`config.mk`:
```
export PLATFORM = sky130hd
export DESIGN_NAME = hazard_unit
export DESIGN_NICKNAME = d
export VERILOG_FILES = /design/src/rtl/hazard_unit.sv
export SDC_FILE = /design/constraint.sdc
export NUM_CORES = 1
export LEC_CHECK = 0
export BUFFER_PORTS_ARGS = -buffer_cell sky130_fd_sc_hd__buf_2
export CAP_MARGIN = 20
export CORE_MARGIN = 2
export CORE_UTILIZATION = 30
export CTS_CLUSTER_DIAMETER = 120
export DETAILED_ROUTE_END_ITERATION = 7
export RECOVER_POWER = 25
export SLEW_MARGIN = 20
export SYNTH_ARGS = -nofsm -noshare
export SYNTH_HDL_FRONTEND = slang
export SYNTH_SLANG_ARGS = --single-unit
export TNS_END_PERCENT = 30
```
`constraint.sdc`:
```
create_clock -name clk -period 3.1 [get_ports clk]
set_clock_uncertainty 0.15 [all_clocks]
set_input_delay 0.155 -clock clk [delete_from_list [all_inputs] [get_ports clk]]
set_output_delay 0.155 -clock clk [all_outputs]
set_load 0.05 [all_outputs]
```
`src/rtl/hazard_unit.sv`:
```
// hazard_unit: Tuse/Tnew stall and forwarding control for a 5-stage MIPS-style pipeline.
// Defining HAZARD_STALL_CNT_EN builds a free-running count of stalled cycles on stall_cnt.
module hazard_unit (
  input  logic        clk,
  input  logic        reset,
  input  logic [4:0]  A1_D,
  input  logic [4:0]  A2_D,
  input  logic [4:0]  A3_D,
  input  logic [1:0]  Tnew_D,
  input  logic        Tuse_RSD,
  input  logic        Tuse_RSE,
  input  logic        Tuse_RTD,
  input  logic        Tuse_RTE,
  input  logic        Tuse_RTM,
  output logic        stall,
  output logic [1:0]  FwdRSD,
  output logic [1:0]  FwdRTD,
  output logic [1:0]  FwdRSE,
  output logic [1:0]  FwdRTE,
  output logic [1:0]  FwdRTM,
  output logic [31:0] stall_cnt
);

  localparam logic [1:0] FWD_NONE = 2'b00;
  localparam logic [1:0] FWD_M    = 2'b01;
  localparam logic [1:0] FWD_W    = 2'b10;
  localparam logic [1:0] FWD_E    = 2'b11;

  typedef struct packed {
    logic [4:0] a1;
    logic [4:0] a2;
    logic [4:0] a3;
    logic [1:0] tnew;
  } e_rec_t;

  // M.A1 has no consumer past the E stage, so only A2/A3/Tnew travel on to M.
  typedef struct packed {
    logic [4:0] a2;
    logic [4:0] a3;
    logic [1:0] tnew;
  } m_rec_t;

  e_rec_t     e_q;
  e_rec_t     e_d;
  m_rec_t     m_q;
  m_rec_t     m_d;
  logic [4:0] w_a3_q;

  logic [1:0] tuse_rs;
  logic [1:0] tuse_rt;
  logic       stall_raw;

  function automatic logic [1:0] dec_sat(input logic [1:0] t);
    dec_sat = (t == 2'd0) ? 2'd0 : t - 2'd1;
  endfunction

  function automatic logic must_wait(input logic [4:0] src, input logic [1:0] tuse,
                                     input logic [4:0] a3, input logic [1:0] tnew);
    must_wait = (a3 != 5'd0) && (a3 == src) && (tnew > tuse);
  endfunction

  function automatic logic [1:0] fwd_d_sel(input logic [4:0] src,
                                           input logic [4:0] e_a3, input logic [1:0] e_tnew,
                                           input logic [4:0] m_a3, input logic [1:0] m_tnew,
                                           input logic [4:0] w_a3);
    if (src == 5'd0)                         fwd_d_sel = FWD_NONE;
    else if (e_a3 == src && e_tnew == 2'd0)  fwd_d_sel = FWD_E;
    else if (m_a3 == src && m_tnew == 2'd0)  fwd_d_sel = FWD_M;
    else if (w_a3 == src)                    fwd_d_sel = FWD_W;
    else                                     fwd_d_sel = FWD_NONE;
  endfunction

  function automatic logic [1:0] fwd_e_sel(input logic [4:0] src,
                                           input logic [4:0] m_a3, input logic [1:0] m_tnew,
                                           input logic [4:0] w_a3);
    if (src == 5'd0)                         fwd_e_sel = FWD_NONE;
    else if (m_a3 == src && m_tnew == 2'd0)  fwd_e_sel = FWD_M;
    else if (w_a3 == src)                    fwd_e_sel = FWD_W;
    else                                     fwd_e_sel = FWD_NONE;
  endfunction

  function automatic logic [1:0] fwd_m_sel(input logic [4:0] src, input logic [4:0] w_a3);
    if (src != 5'd0 && w_a3 == src) fwd_m_sel = FWD_W;
    else                            fwd_m_sel = FWD_NONE;
  endfunction

  // Earliest stage that needs each operand; 3 means the operand is never read.
  always_comb begin
    tuse_rs = 2'd3;
    tuse_rt = 2'd3;
    if (Tuse_RSD)      tuse_rs = 2'd0;
    else if (Tuse_RSE) tuse_rs = 2'd1;
    if (Tuse_RTD)      tuse_rt = 2'd0;
    else if (Tuse_RTE) tuse_rt = 2'd1;
    else if (Tuse_RTM) tuse_rt = 2'd2;
  end

  always_comb begin
    stall_raw = must_wait(A1_D, tuse_rs, e_q.a3, e_q.tnew)
              | must_wait(A2_D, tuse_rt, e_q.a3, e_q.tnew)
              | must_wait(A1_D, tuse_rs, m_q.a3, m_q.tnew)
              | must_wait(A2_D, tuse_rt, m_q.a3, m_q.tnew);
  end

  assign stall = reset & stall_raw;

  // A stalled D instruction stays in IF/ID, so E receives a bubble instead.
  always_comb begin
    e_d = '0;
    if (!stall) begin
      e_d.a1   = A1_D;
      e_d.a2   = A2_D;
      e_d.a3   = A3_D;
      e_d.tnew = dec_sat(Tnew_D);
    end
    m_d      = '0;
    m_d.a2   = e_q.a2;
    m_d.a3   = e_q.a3;
    m_d.tnew = dec_sat(e_q.tnew);
  end

  always_ff @(posedge clk or negedge reset) begin
    if (!reset) begin
      e_q    <= '0;
      m_q    <= '0;
      w_a3_q <= '0;
    end else begin
      e_q    <= e_d;
      m_q    <= m_d;
      w_a3_q <= m_q.a3;
    end
  end

  always_comb begin
    FwdRSD = FWD_NONE;
    FwdRTD = FWD_NONE;
    FwdRSE = FWD_NONE;
    FwdRTE = FWD_NONE;
    FwdRTM = FWD_NONE;
    if (reset) begin
      FwdRSD = fwd_d_sel(A1_D, e_q.a3, e_q.tnew, m_q.a3, m_q.tnew, w_a3_q);
      FwdRTD = fwd_d_sel(A2_D, e_q.a3, e_q.tnew, m_q.a3, m_q.tnew, w_a3_q);
      FwdRSE = fwd_e_sel(e_q.a1, m_q.a3, m_q.tnew, w_a3_q);
      FwdRTE = fwd_e_sel(e_q.a2, m_q.a3, m_q.tnew, w_a3_q);
      FwdRTM = fwd_m_sel(m_q.a2, w_a3_q);
    end
  end

`ifdef HAZARD_STALL_CNT_EN
  logic [31:0] cnt_q;

  always_ff @(posedge clk or negedge reset) begin
    if (!reset)     cnt_q <= '0;
    else if (stall) cnt_q <= cnt_q + 32'd1;
  end

  assign stall_cnt = cnt_q;
`else
  assign stall_cnt = 32'h0;
`endif

endmodule

```
==> run summary, run 1 <==
Worst setup path
• 2.60 ns — arrival time at the worst endpoint
• 0.25 ns — worst-case register-to-register setup slack
• 6 — largest fanout of any net on the critical path
• 8 — FF-to-FF path depth
• m_q[5]$_DFF_PN0_ — Critical Path Source
• m_q[5]$_DFF_PN0_ — Worst R2R Start
• output pin — endpoint kind of the worst setup timing path
• register — kind of launch point of the worst setup path
• e_q[1]$_DFF_PN0_ — end of the worst register-to-register path
• 2.79 ns — critical path required time
• register to output pin — category of the critical setup timing path

Floorplan
• 8230 um^2 — Die Footprint
• 90.7 um — floorplan die width
• 67 — Boundary Pins
• 31 — std cell rows
• 90.7 um — height of the chip
• 7250 um^2 — Floorplan Core Area
• 31.1% — starting density of the core

Pwr
• 488 nW/um^2 — power density over the cells
• 21.7% — combinational share of power
• 0.000888 W — Internal
• 39.9% — fraction of power consumed by sequential logic
• 38.3% — relative contribution of the clock network to total power
• 1.21 nW — leakage dissipation
• 0.281 mV — peak supply drop
• 0.000401 W — net switching power figure
• 31.1% — switching power as a share of total power

CTS
• 2 — htree depth
• 0.07 ns — clock transition at the register clock pins on the worst setup and hold paths after CTS
• clkbuf_8 — cell at the root of the clock tree
• built — clock tree from TritonCTS
• 5 — TritonCTS buffer count
• 0.29 ns — Clk Latency, worst-skew pair
• 2 — Longest Clk Path Bufs
• 34 — clk sink count

Run status
• complete, no violations — run status

GRT
• 2.92% — met3 routing resource usage after global routing
• 15.1% — Global Route met1 Usage
• 0 — initial antenna violation count
• 20.8% — GR Layer Usage met2
• 28 — maximum number of pins on one net before global-route repair
• 1,620 — number of global-route vias before repair
• 12.3% — Tot GR Track Use
• met2 — global route hottest layer
• 8.00 mm — first-pass GRT wire length
• 0 — gr ovfl total

Timing
• 93.6% — period utilisation layout
• 0 ns — final setup TNS
• 0 — Max Transition Viols Final
• 62.1% — Max-Slew Margin vs Limit
• 0.554 ns — actual slew at the worst max-slew pin
• 0 — total of endpoints with negative setup slack in the final report
• 2.90 ns — minimum period implied by the final worst setup slack
• 0.345 GHz — timing-limited maximum frequency
• 0 — final hold violation count
• no — unrepaired setup endpoints after global routing
• 0.0249 ns — Hold WS

Drt
• 0 — final antenna-violating net count
• 1,615 — total number of vias
• 4.33 — post-DR vias/cell
• 64 — number of violations reported at the end of detailed-routing iteration 0
• 4.80 mm — wirelength, routed
• 0 — number of DRC violations after detailed routing
• 4 — number of detailed-routing iterations run before antenna repair
• 12.9 um — routed length per instance

Synthesis
• 2260 um^2 — area of the mapped netlist
• 9.86 um^2 — mean cell area of the mapped netlist
• 34 — flop and latch count out of synthesis
• 37.7% — register area share after synthesis
• 229 — cell count after synthesis
• 100% — Post-synth ARST share
• 0 — total of warnings raised by yosys
• 31 — number of distinct library cells after synthesis
• dfrtp_1 — Top FF cell, synth
• 0 — number of enable-type register cells in the synthesized netlist

Layout
• 305 — final layout net count
• xor2_1 — leading cell type in the layout, fill and taps excluded
• xor2_1, dfrtp_1, conb_1, buf_2, xnor2_1 — commonest cells after routing, fill and taps aside
• 0 — number of inserted diodes
• 17.1% — synthesis-to-layout area growth
• 19.7% — layout cell share with drive strength beyond 1
• 733 — number of fill cells in the layout

Min path
• A2_D[4] — launch instance of the worst min-delay path
• primary input to register — type of the worst min-delay path
• e_q[11]$_DFF_PN0_ — Hold Path Sink
• 2 — number of instances on the worst hold path

Flow run
• 0 — # Max-Cap Violations

Place
• 0.845 — Routability Congestion
• 33 — Port Buf Inserts
• 3.65 mm — detailed placer's ending HPWL

[metal layers]
layer / up-vias / routed length (um)
li1: 787 / -
met1: 758 / 2050
met2: 58 / 2430
met3: 12 / 218
met4: 0 / 96
met5: - / 0
[logic make-up after synthesis]
kind of cell               synth area share [%]
and+or+nand+nor                            16.4
other                                     0.166
buffers and inverters                      15.0
adders and majority gates                  4.43
xor gates and xnor gates                   21.0
DFF                                        37.7
AOI/OAI and AO/OA                          5.32
[worst max-delay path, stage by stage, from the launching register on]
cell and delay, ns:
dfrtp_1 0.47, xor2_1 0.20, nor3_1 0.29, nand3_1 0.14, a2111oi_1 0.48, nor4_2 0.11
buf_4 0.18, buf_4 0.15, inv_2 0.04, buf_2 0.24
[what timing repair did]
action,CTS,global route
resized for setup,0,1
endpoints found under the hold margin,17,0
setup endpoints to repair,1,1
hold buffers,9,0
pin swaps,1,0
setup buffers,2,0
[stage by stage]
stage	worst slack, ns	instance area (um^2)	power, W	utilization, %	cells
detailed placement	0.129	2400	0.000793	33.1	354
CTS	0.175	2640	0.00130	36.4	373
global route	0.0447	2640	0.00135	36.4	373
global placement	0.225	2400	0.000787	33.1	354
finish	0.197	2640	0.00129	36.4	373
floorplan	0.834	2380	0.000757	-	261
[synthesized netlist by cell type (2+ instances only)]
library cell / instances / area, um^2
ha_1: 8 / 100
and2_1: 16 / 100
or2_2: 2 / 12.5
xnor2_1: 19 / 166
a21oi_1: 10 / 50.1
inv_1: 8 / 30.0
dfrtp_1: 34 / 851
xor2_1: 35 / 307
clkbuf_1: 8 / 30.0
a2111oi_0: 3 / 26.3
nor3_1: 7 / 35.0
and4_1: 2 / 17.5
nor2_1: 3 / 11.3
nor4_1: 6 / 37.5
nand3_1: 6 / 30.0
or4_1: 5 / 37.5
nand4_1: 4 / 25.0
buf_6: 2 / 22.5
and3_1: 2 / 12.5
or3_1: 2 / 12.5
buf_4: 33 / 248
o21ai_0: 5 / 25.0
[worst max-delay path by stage]
stage	endpoint	slack, ns	cells past startpoint
final	stall	0.20	9
after detailed placement	stall	0.13	7
after global routing	stall	0.04	9
after CTS	stall	0.18	9
after global placement	stall	0.22	7
after floorplan	stall	0.83	7
[state kept, by name, indices dropped and copies added, names as in the netlist]
register	count
e_q	17
m_q	12
w_a3_q	5
[final cells by class]
type | count | area [um^2] | share of cell area, %
clock buffer | 5 | 68.8 | 2.60
multi-input combinational | 174 | 1190 | 45.0
sequential | 34 | 851 | 32.2
tap | 99 | 124 | 4.69
timing repair buffer | 49 | 308 | 11.6
inverter | 9 | 33.8 | 1.28
clock inverter | 3 | 68.8 | 2.60
[power by group through the flow]
stage / combinational (W) / sequential (W) / clock (W)
6_report: 0.000280 / 0.000515 / 0.000494
5_1_grt: 0.000307 / 0.000520 / 0.000527
4_1_cts: 0.000281 / 0.000515 / 0.000504
3_5_place_dp: 0.000269 / 0.000524 / 0
3_3_place_gp: 0.000265 / 0.000523 / 0
2_1_floorplan: 0.000257 / 0.000500 / 0
(Power assumes the default switching activity.)
==> run 2, diff against run 1 <==
- clock period: 3.1 -> 2.8 ns (I/O delays scaled with it)
==> run 2 against run 1 <==
  * Sequential share of layout area decreased by 0.54 points
  * Sequential cell count unchanged
  * Largest cell class unchanged
  * Wire length decreased by 2.0%
  * Clock power increased by 10%
  * Non-clock buffer count increased by 4
  * Combinational power increased by 15%
  * Critical endpoint unchanged
==> run summary, run 2 (same netlist as run 1, synthesis figures left out) <==
Floorplan
• 8230 um^2 — Die Footprint, unchanged
• 31 — std cell rows, unchanged
• 67 — Boundary Pins, unchanged
• 90.7 um — height of the chip, unchanged
• 7250 um^2 — Floorplan Core Area, unchanged
• 90.7 um — floorplan die width, unchanged
• 31.1% — starting density of the core, unchanged

Timing
• 0.739 ns — actual slew at the worst max-slew pin, +0.185 ns
• 0 — total of endpoints with negative setup slack in the final report, unchanged
• 95.0% — period utilisation layout
• no — unrepaired setup endpoints after global routing
• 0 — Max Transition Viols Final, unchanged
• 0 ns — final setup TNS, unchanged
• 49.5% — Max-Slew Margin vs Limit, -13 points
• 2.66 ns — minimum period implied by the final worst setup slack
• 0.140 ns — worst setup slack after layout, -0.0578 ns
• 0 — final hold violation count, unchanged
• 0.376 GHz — timing-limited maximum frequency

Drt
• 0 — final antenna-violating net count, unchanged
• 4.70 mm — wirelength, routed, -2.0%
• 2.28 mm — wire length on met2, -6.1%
• 57 — number of violations reported at the end of detailed-routing iteration 0, -11%
• 4 — number of detailed-routing iterations run before antenna repair, unchanged
• 2.11 mm — sum of routed wire segments on met1, +2.6%
• met4 — highest routed metal layer
• 0 — number of DRC violations after detailed routing, unchanged
• 12.5 um — routed length per instance, -3.0%
• 221 um — WL met3, +1.4%
• 4.24 — post-DR vias/cell, -2.1%
• 1,598 — total number of vias, -1.1%

Place
• 0.739 — Routability Congestion, -13%
• 33 — Port Buf Inserts, unchanged
• 3.59 mm — detailed placer's ending HPWL, -1.6%
• 0.0832 ns — Post-Place Setup Slack, -0.0455 ns

Layout
• xor2_1 — leading cell type in the layout, fill and taps excluded
• 0 — number of inserted diodes, unchanged
• 20.9% — layout cell share with drive strength beyond 1, +1.2 points
• 17 — Largest register FFs, unchanged
• e_q x17, m_q x12, w_a3_q x5 — registers with the most flip-flops
• 19.1% — synthesis-to-layout area growth
• e_q — register with the highest flop count
• 37.1% — Layout Utilization, +0.62 points
• xor2_1, dfrtp_1, conb_1, buf_2, xnor2_1 — commonest cells after routing, fill and taps aside
• 309 — final layout net count, +1.3%

GRT
• 12.1% — Tot GR Track Use, -0.15 points
• 0 — gr ovfl total, unchanged
• 25 — maximum number of pins on one net before global-route repair, -11%
• 1,602 — number of global-route vias before repair, -1.1%
• 7.88 mm — first-pass GRT wire length, -1.5%
• 0 — initial antenna violation count, unchanged

CTS
• 0.08 ns — clock transition at the register clock pins on the worst setup and hold paths after CTS, about the same
• 2 — htree depth, unchanged
• 2 — Longest Clk Path Bufs, unchanged
• 34 — clk sink count, unchanged
• clkbuf_8 — cell at the root of the clock tree
• 0.29 ns — Clk Latency, worst-skew pair, about the same
• built — clock tree from TritonCTS
• 5 — TritonCTS buffer count, unchanged

Flow run
• 0 — # Max-Cap Violations, unchanged

Worst setup path
• 3 — largest fanout of any net on the critical path, -3
• output pin — endpoint kind of the worst setup timing path
• 2.51 ns — critical path required time, -0.28 ns
• register to output pin — category of the critical setup timing path
• 2.37 ns — arrival time at the worst endpoint, -0.23 ns
• register — kind of launch point of the worst setup path

Pwr
• 1.23 nW — leakage dissipation, +1.6%
• 0.391 mV — peak supply drop, +39%
• 533 nW/um^2 — power density over the cells, +9.2%

Min path
• primary input to register — type of the worst min-delay path

Run status
• complete, no violations — run status

[run 2: timing repair]
| item | 4_1_cts | 5_1_grt |
|---|---|---|
| resized for setup | 4 | 0 |
| endpoints found under the setup margin | 1 | 0 |
| setup buffers | 1 | 0 |
| hold endpoints to repair | 42 | 0 |
| hold buffers | 9 | 0 |
[run 2: per-layer routing]
layer	track usage (%)	up-vias
li1	-	794
met1	15.1	739
met2	20.5	57
met3	2.75	8
met4	4.23	0
met5	0	-
[run 2: worst paths after layout]
kind | depth (start not counted) | start | slack, ns | endpoint
min in group asynchronous | 3 | reset | 0.35 | w_a3_q[0]$_DFF_PN0_
setup / recovery | 8 | e_q[5]$_DFF_PN0_ | 0.14 | stall
setup reg to reg | 8 | e_q[5]$_DFF_PN0_ | 0.36 | e_q[1]$_DFF_PN0_
hold reg to reg | 0 | e_q[9]$_DFF_PN0_ | 0.31 | m_q[9]$_DFF_PN0_
max in group asynchronous | 3 | reset | 1.52 | m_q[3]$_DFF_PN0_
hold / removal | 2 | A2_D[0] | 0.007 | e_q[7]$_DFF_PN0_
[run 2: stage by stage]
stage | instance area (um^2) | cells | hold slack [ns] | power [W]
final | 2690 | 377 | 0.00724 | 0.00143
after global routing | 2690 | 377 | 0.00539 | 0.00150
after CTS | 2690 | 377 | 0.00279 | 0.00145
after detailed placement | 2440 | 359 | 0.00145 | 0.000884
after global placement | 2440 | 359 | 0.00186 | 0.000878
after floorplan | 2380 | 261 | -0.306 | 0.000838
[run 2: area by class of cell]
type                    count  area [um^2]
fillers                   763         4570
multi-input cells         174         1210
flip-flops and latches     34          851
repair buffers             53          333
well taps                  99          124
clock buffers               5         68.8
clock inverters             3         68.8
inverters                   9         33.8
[run 2: report_power, final]
| group | internal [W] | total, W | switching (W) |
|---|---|---|---|
| clock network | 0.000357 | 0.000545 | 0.000189 |
| logic | 0.000110 | 0.000323 | 0.000213 |
| registers | 0.000522 | 0.000564 | 0.0000414 |
| total | 0.000989 | 0.00143 | 0.000444 |
[run 2: critical path, stage by stage (launching register included)]
cell	delay, ns
dfrtp_1	0.37
buf_4	0.15
xor2_1	0.15
nor3_1	0.18
nand3_1	0.11
a2111oi_0	0.66
nor4_4	0.13
inv_2	0.07
buf_2	0.25
==> run 3, diff against run 2 <==
- REMOVE_ABC_BUFFERS: default -> 1
- clock period: 2.8 -> 3.05 ns (I/O delays scaled with it)
==> run 3 against run 2 <==
  * Critical path depth stayed put
  * Non-clock buffer count down 8
  * Clock power decreased by 37%
  * First-iteration DRC count decreased by 8.8%
  * Global-route usage down 0.30 points
  * Sequential power down 6.2%
  * Total power decreased by 20%
  * Largest cell class unchanged
  * Critical path type is now register to register
  * Sequential cell count stayed put
  * Via count fell by 1.6%
  * Combinational power fell by 16%
==> run summary, run 3 (same netlist as run 1, synthesis figures left out) <==
Run status
• complete, no violations — run status

Drt
• 1,573 — total number of vias, -1.6%
• 0 — final antenna-violating net count, unchanged
• 52 — number of violations reported at the end of detailed-routing iteration 0, -8.8%
• 0 — number of DRC violations after detailed routing, unchanged
• 4 — number of detailed-routing iterations run before antenna repair, unchanged
• 12.6 um — routed length per instance, +1.1%
• 4.65 mm — wirelength, routed, -1.1%
• 4.26 — post-DR vias/cell, +0.57%

Pwr
• 30.0% — relative contribution of the clock network to total power, -8.1 points
• 23.8% — combinational share of power, +1.2 points
• 446 nW/um^2 — power density over the cells, -16%
• 0.213 mV — peak supply drop, -45%
• 0.000392 W — net switching power figure, -12%
• 1.16 nW — leakage dissipation, -4.9%
• 46.2% — fraction of power consumed by sequential logic, +6.8 points
• 34.2% — switching power as a share of total power, +3.3 points
• 0.000753 W — Internal, -24%

Worst setup path
• 2.87 ns — arrival time at the worst endpoint, +0.50 ns
• register — endpoint kind of the worst setup timing path
• register to register — category of the critical setup timing path
• 18 — largest fanout of any net on the critical path, +15
• register — kind of launch point of the worst setup path
• m_q[2]$_DFF_PN0_ — Worst R2R Start
• m_q[2]$_DFF_PN0_ — Critical Path Source
• 3.07 ns — critical path required time, +0.56 ns

Floorplan
• 8230 um^2 — Die Footprint, unchanged
• 7250 um^2 — Floorplan Core Area, unchanged
• 90.7 um — height of the chip, unchanged
• 90.7 um — floorplan die width, unchanged
• 31 — std cell rows, unchanged
• 67 — Boundary Pins, unchanged
• 31.1% — starting density of the core, unchanged

CTS
• 2 — Longest Clk Path Bufs, unchanged
• 0.29 ns — Clk Latency, worst-skew pair, about the same
• 0 — setup fix buffers added after clock tree synthesis, -1
• 34 — clk sink count, unchanged
• 5 — TritonCTS buffer count, unchanged
• built — clock tree from TritonCTS
• 2 — htree depth, unchanged
• 0.07 ns — clock transition at the register clock pins on the worst setup and hold paths after CTS, about the same
• clkbuf_8 — cell at the root of the clock tree

Place
• 3.63 mm — detailed placer's ending HPWL, +1.0%
• 33 — Port Buf Inserts, unchanged
• 2380 um^2 — post-detailed-placement cell area, -2.5%
• 0.781 — Routability Congestion, +5.7%

GRT
• 0 — gr ovfl total, unchanged
• 0 — initial antenna violation count, unchanged
• 7.73 mm — first-pass GRT wire length, -1.9%
• 26 — maximum number of pins on one net before global-route repair, +4.0%
• 11.8% — Tot GR Track Use, -0.30 points
• 1,519 — number of global-route vias before repair, -5.2%

Layout
• e_q x17, m_q x12, w_a3_q x5 — registers with the most flip-flops
• 0 — number of inserted diodes, unchanged
• xor2_1, dfrtp_1, conb_1, buf_2, xnor2_1 — commonest cells after routing, fill and taps aside
• e_q — register with the highest flop count
• 18.1% — layout cell share with drive strength beyond 1, -2.7 points
• 2570 um^2 — Finished Cell Area, -4.5%
• 301 — final layout net count, -2.6%
• xor2_1 — leading cell type in the layout, fill and taps excluded
• 13.7% — synthesis-to-layout area growth
• 17 — Largest register FFs, unchanged

Min path
• A1_D[1] — launch instance of the worst min-delay path
• primary input to register — type of the worst min-delay path

Timing
• 0.350 GHz — timing-limited maximum frequency
• 0 — Max Transition Viols Final, unchanged
• 0 ns — final setup TNS, unchanged
• 47.4% — Max-Slew Margin vs Limit, -2.0 points
• 2.85 ns — minimum period implied by the final worst setup slack
• no — unrepaired setup endpoints after global routing
• 0 — total of endpoints with negative setup slack in the final report, unchanged
• 93.6% — period utilisation layout
• 0.788 ns — actual slew at the worst max-slew pin, +0.0494 ns
• 0 — final hold violation count, unchanged

Flow run
• 0 — # Max-Cap Violations, unchanged

[run 3: changes by cell type in the layout (fill, tap and decap cells not counted)]
cell,delta
a2111oi_0,+2
bufinv_16,-2
buf_4,-8
buf_2,+1
clkinv_2,+1
clkbuf_8,+1
a2111oi_2,-1
clkinv_4,-1
nor4_4,-1
nor4_2,+1
a2111oi_1,-1
[run 3: stage by stage]
step	utilization [%]	power, W	hold slack [ns]	instances	setup slack [ns]
global placement	32.9	0.000799	0.00780	352	0.605
detailed placement	32.9	0.000803	0.0139	352	0.598
finish	35.4	0.00115	0.0215	369	0.195
global route	35.4	0.00121	0.0165	369	0.0111
CTS	35.4	0.00115	0.0189	369	0.186
floorplan	-	0.000728	-0.293	217	0.603
[run 3: area by class of cell]
cell class,instances,area [um^2]
Clock inverter,1,5.00
Tap cell,99,124
Multi-Input combinational cell,174,1190
Fill cell,766,4690
Clock buffer,7,86.3
Inverter,9,33.8
Timing Repair Buffer,45,274
Sequential cell,34,851
[run 3: what timing repair did]
item	CTS	global route
hold endpoints to repair	41	0
gates resized for setup	0	1
hold buffers	9	0
setup endpoints to repair	0	1
[run 3: worst paths after layout]
kind                                     endpoint  slack (ns)  depth (start not counted)
worst max-delay path             e_q[1]$_DFF_PN0_        0.20                          8
worst max register to register   e_q[1]$_DFF_PN0_        0.20                          8
max in group asynchronous        m_q[0]$_DFF_PN0_        1.82                          3
worst min register to register   m_q[3]$_DFF_PN0_        0.30                          0
min in group asynchronous        m_q[4]$_DFF_PN0_        0.27                          3
worst min-delay path            e_q[13]$_DFF_PN0_        0.02                          2
[run 3: per-layer routing]
layer / GRT usage (%) / wire length [um]
met1: 15.4 / 2170
met2: 19.5 / 2220
met3: 3.09 / 220
met4: 3.08 / 45
met5: 0 / 0
[run 3: critical path, stage by stage, from the launching register on]
cell	delay (ns)
dfrtp_1	0.50
xor2_1	0.20
nor3_1	0.24
nand3_1	0.13
a2111oi_0	0.51
nor4_2	0.06
buf_4	0.21
and3_1	0.18
dlygate4sd3_1	0.55
[run 3: power by group through the flow]
stage          Combinational (W)  Sequential (W)  Clock (W)
2_1_floorplan           0.000207        0.000522          0
3_3_place_gp            0.000262        0.000537          0
3_5_place_dp            0.000265        0.000538          0
4_1_cts                 0.000274        0.000529   0.000348
5_1_grt                 0.000299        0.000534   0.000375
6_report                0.000272        0.000529   0.000344
